**src/rtl/btn_conditioner.sv**
```systemverilog
// btn_conditioner: synchronizes and debounces four push-buttons; emits clean levels,
// one-cycle press/release pulses and sticky press flags.
module btn_conditioner #(
    parameter int unsigned DB_CYCLES  = 1000,
    parameter int unsigned CNT_W      = 10,
    parameter bit          ACTIVE_LOW = 1'b1
) (
    input  logic       clk_i,
    input  logic       reset_ni,
    input  logic [3:0] btn_raw_i,
    input  logic [3:0] clr_i,
    output logic [3:0] btn_o,
    output logic [3:0] press_o,
    output logic [3:0] release_o,
    output logic [3:0] held_o
);
    localparam logic [CNT_W-1:0] LAST = CNT_W'(DB_CYCLES - 1);
    logic [3:0] s1_q, s2_q, btn_q, btn_d, prev_q, press_q, press_d, rel_q, rel_d, held_q, held_d;
    logic [CNT_W-1:0] cnt_q [4];
    logic [CNT_W-1:0] cnt_d [4];
    always_comb begin
        for (int i = 0; i < 4; i++) begin
            cnt_d[i] = '0;
            btn_d[i] = btn_q[i];
            if (s2_q[i] != btn_q[i]) begin
                if (cnt_q[i] == LAST) btn_d[i] = s2_q[i];
                else cnt_d[i] = cnt_q[i] + 1'b1;
            end
        end
    end
    assign press_d = btn_q & ~prev_q;
    assign rel_d   = ~btn_q & prev_q;
    // press_q term keeps a clear that lands in the pulse cycle from beating the set
    assign held_d  = press_d | press_q | (held_q & ~clr_i);
    always_ff @(posedge clk_i or negedge reset_ni) begin
        if (!reset_ni) begin
            s1_q    <= '0;
            s2_q    <= '0;
            btn_q   <= '0;
            prev_q  <= '0;
            press_q <= '0;
            rel_q   <= '0;
            held_q  <= '0;
            cnt_q   <= '{default: '0};
        end else begin
            s1_q    <= btn_raw_i ^ {4{ACTIVE_LOW}};
            s2_q    <= s1_q;
            btn_q   <= btn_d;
            prev_q  <= btn_q;
            press_q <= press_d;
            rel_q   <= rel_d;
            held_q  <= held_d;
            cnt_q   <= cnt_d;
        end
    end
    assign btn_o     = btn_q;
    assign press_o   = press_q;
    assign release_o = rel_q;
    assign held_o    = held_q;
endmodule

```
**config.mk**
```make
export PLATFORM = sky130hd
export DESIGN_NAME = btn_conditioner
export DESIGN_NICKNAME = d
export VERILOG_FILES = /design/src/rtl/btn_conditioner.sv
export SDC_FILE = /design/constraint.sdc
export NUM_CORES = 1
export LEC_CHECK = 0
export CAP_MARGIN = 0
export CORE_ASPECT_RATIO = 0.6
export CORE_MARGIN = 2
export CORE_UTILIZATION = 56
export DETAILED_ROUTE_END_ITERATION = 16
export DONT_BUFFER_PORTS = 1
export PLACE_DENSITY_LB_ADDON = 0.08
export SLEW_MARGIN = 20
export SYNTH_ARGS = -nofsm -noshare
export SYNTH_HDL_FRONTEND = slang
export SYNTH_SLANG_ARGS = --single-unit
```
**constraint.sdc**
```tcl
create_clock -name clk_i -period 1.8 [get_ports clk_i]
set_input_delay 0.36 -clock clk_i [delete_from_list [all_inputs] [get_ports clk_i]]
set_output_delay 0.36 -clock clk_i [all_outputs]
set_load 0.02 [all_outputs]
```
==> Flow_metrics.wiki <==
{| class="wikitable"
! Metric !! Value
|-
| Status || finished with violations
|-
| Failing checks || negative hold slack
|-
| Largest fanout on the critical path || 3
|-
| Fin Clk Skew || ~0.0090 ns
|-
| Reported leakage power || 1.56 nW
|-
| Horizontal extent of the die || 97.2 microns
|-
| Antenna diode count || 0
|-
| Number of warning messages in the yosys log || 0
|-
| Fill count || about 380
|-
| R2R Path Start || cnt_q[1]
|-
| Final hold violations || 68
|-
| Leading cell types by total area after synthesis || dfrtp_1, nor2_1, nand3_1
|-
| Pins over their slew limit || 0
|-
| Sequential area share after synthesis || 0.583
|-
| Power density over the cells || 975 mW/mm^2
|-
| Worst-path clk slew || 0.07 ns
|-
| Count of antenna-violating nets left after detailed routing || 0
|-
| Cell count after synthesis || 269
|-
| Post-synthesis compound-gate area fraction || 0.0751
|-
| Final routed DRC violation total || 0
|-
| CTS tree || yes
|-
| Row cnt || 20
|-
| Type of the worst setup path || flip-flop to flip-flop
|-
| Post-synthesis share of cell area spent on full adders, half adders and majority gates || 0.0172
|-
| Nets in the synthesized netlist || 283
|-
| Half-perimeter wire length after detailed placement || 3140 microns
|-
| Nets@finish || between 300 and 400
|-
| Fin crit share || 0.962
|-
| Ratio of cells with drive above 1 in the final layout || 0.106
|-
| Ys async rst share || 1.00
|-
| Total of max-cap violations || 0
|-
| Main combinational cell family by area after synthesis || simple AND/OR/NAND/NOR gates
|-
| Remaining max-slew budget at the tightest pin || 0.724
|-
| Distinct cell type count after synthesis || 37
|-
| End-of-flow core utilization || 0.660
|-
| Layout Cells excl Fill || 358
|-
| Clock latency at the later pin of the worst-skew pair || 0.33 ns
|-
| Max rail drop VDD || 0.661 mV
|-
| Maximum number of pins on one net before global-route repair || roughly 70
|-
| Most frequent cells in the layout || dfrtp_1, nor2_1, nand3_1
|-
| Delay contributed by the slowest stage of the critical path || around 0.5 ns
|-
| WL per Instance || 13.1 microns
|-
| Initial Util || 0.580
|-
| Yosys reg bits || 68
|-
| GRT overflow || 0
|-
| Min-Delay Path Class || input port to asynchronous set/reset pin
|-
| Fraction of post-synthesis cell area in the top cell type by area || 0.583
|-
| Xor and xnor area share after synthesis || 0.0691
|-
| First-pass detailed-route iteration total || 4
|-
| Via count || 1911
|-
| Syn-to-layout area delta || 13.8%
|-
| Number of CTS-inserted buffers || 9
|-
| Cells on worst reg2reg path || 5
|-
| Deepest clock path buffer count || 2
|-
| Vias in the first global route || 1778
|-
| Count of placed standard cells including taps || 339
|-
| Slowest cell on the critical path || or4_4
|-
| R2r endpoint || btn_o[3]
|-
| Mapped Area || roughly 0.003 sq mm
|-
| Count of final setup violators || 0
|-
| GRT Overall Usage || 0.177
|-
| Yosys top cell by area || dfrtp_1
|-
| Vert. Die Dim || 59.9 microns
|-
| CP bufs+invs || 0
|-
| Via count normalized by instance count || 5.34
|-
| Required time of the critical path || 2.02 ns
|-
| Area fraction in and, or, nand and nor cells after synthesis || 0.222
|-
| Weighted congestion reported at the end of routability-driven placement || slightly above 0.8
|-
| Total power of the final layout || 3.24 mW
|-
| Post-synth EDFFs || 0
|-
| # port buffers || 0
|-
| Fin Setup TNS || 0 ns
|-
| Count of pins on the block boundary || 26
|-
| Wirelength, routed || 4680 microns
|-
| Sort of element at the start of the critical path || flip-flop
|-
| Most common flop cell mapped by yosys || dfrtp_1
|-
| Min cycle time layout || 1.73 ns
|-
| Max Clock Freq || 578 MHz
|-
| First-pass GRT wire length || 7910 microns
|-
| Initial antenna violation count || 0
|-
| Cell class contributing the biggest share of worst-path delay || simple AND/OR/NAND/NOR gates
|-
| DRC marker count from the first detailed-route iteration || between 100 and 150
|-
| Commonest non-fill, non-tap cell in the layout || dfrtp_1
|-
| Measured slew at the worst slew-check pin || 0.413 ns
|-
| H-Tree Depth || 3
|-
| Overall die area || 0.00582 sq mm
|-
| Cell chosen for the clock root || clkbuf_8
|-
| Worst hold slack || -0.281 ns
|-
| Minimum setup slack among reg-to-reg paths || 0.07 ns
|-
| Share of synthesized area spent on multiplexers || 0.0154
|-
| Arrival time worst endpoint || 1.95 ns
|-
| Cell-by-cell listing of the critical path || ha_2, nand2_2, or4_4, nor2_2, mux2_1
|-
| Crit path capture type || flip-flop
|-
| Clk sink count || 68
|-
| Area of the core || 0.00503 sq mm
|-
| Mean instance size in the synthesized netlist || 10.8 sq um
|}
-- how the worst max path moves through the flow --
stage	startpoint	end	cells after the start
4_1_cts	cnt_q[1]	btn_o[3]	5
3_5_place_dp	cnt_q[1]	btn_o[3]	5
6_report	cnt_q[1]	btn_o[3]	5
2_1_floorplan	cnt_q[0]	btn_o[3]	5
5_1_grt	cnt_q[1]	btn_o[3]	5
3_3_place_gp	cnt_q[1]	btn_o[3]	5
-- power breakdown --
part | switching [mW] | internal, mW | total [mW]
combinational | 0.0424 | 0.0439 | 0.0863
sequential | 0.0266 | 1.56 | 1.58
clock | 0.563 | 1.00 | 1.56
-- state kept, by name (all words and copies together), names as in the netlist --
name / flops
press_o: 4
prev_q: 4
release_o: 4
cnt_q: 40
btn_o: 4
s2_q: 4
s1_q: 4
held_o: 4
-- metal layers --
layer	vias to the layer above	track usage	wire length, microns
li1	968	-	-
met5	-	0	0
met4	0	0.0785	47
met2	26	0.258	1890
met1	913	0.241	2560
met3	4	0.0643	176
-- final cells by class --
class	count	area, sq um	share of cell area
Sequential cell	68	1700	0.513
Multi-Input combinational cell	187	1170	0.352
Clock buffer	11	151	0.0456
Clock inverter	5	106	0.0321
Tap cell	66	82.6	0.0249
Timing Repair Buffer	8	60.1	0.0181
Inverter	13	48.8	0.0147
-- cells in the mapped netlist (2+ instances only) --
cell and n:
and3_1 9, o31a_1 2, a31oi_1 6, and2_1 2, nand2_1 15, nand3_1 23, a21oi_1 9, nor2_1 36
nor4_1 2, nand4_1 6, or3_1 3, nor2b_1 8, nand3b_1 4, nand2b_1 5, mux2_1 4, xnor2_1 10
xor2_1 13, o21ai_0 5, or2_1 2, dfrtp_1 68, inv_1 13, nor3_1 3, ha_1 4, a211o_1 4
-- worst reg2reg max path: stages (launching register included) --
cell,delay (ns)
dfrtp_1,0.38
ha_2,0.23
nand2_2,0.06
or4_4,0.51
nor2_2,0.12
mux2_1,0.32
-- through the flow --
step | area, sq um | setup slack (ns)
final | 3320 | 0.0688
after global routing | 3320 | -0.0205
after CTS | 3290 | 0.0325
after detailed placement | 3030 | 0.0439
after global placement | 3030 | 0.0740
after floorplan | 2920 | 0.0730
-- repair_timing --
| action | in CTS | in global routing |
|---|---|---|
| endpoints found under the hold margin | 68 | 68 |
| endpoints found under the setup margin | 0 | 1 |
| buffers inserted | 0 | 3 |
| resized for setup | 0 | 2 |
-- cells by family after synthesis --
logic type                 Yosys count
AOI/OAI and AO/OA                   32
xor gates and xnor gates            23
adders and majority gates            4
buffers and inverters               14
DFF                                 68
muxes                                4
and+or+nand+nor                    124
Power figures use the tool's default switching activity.
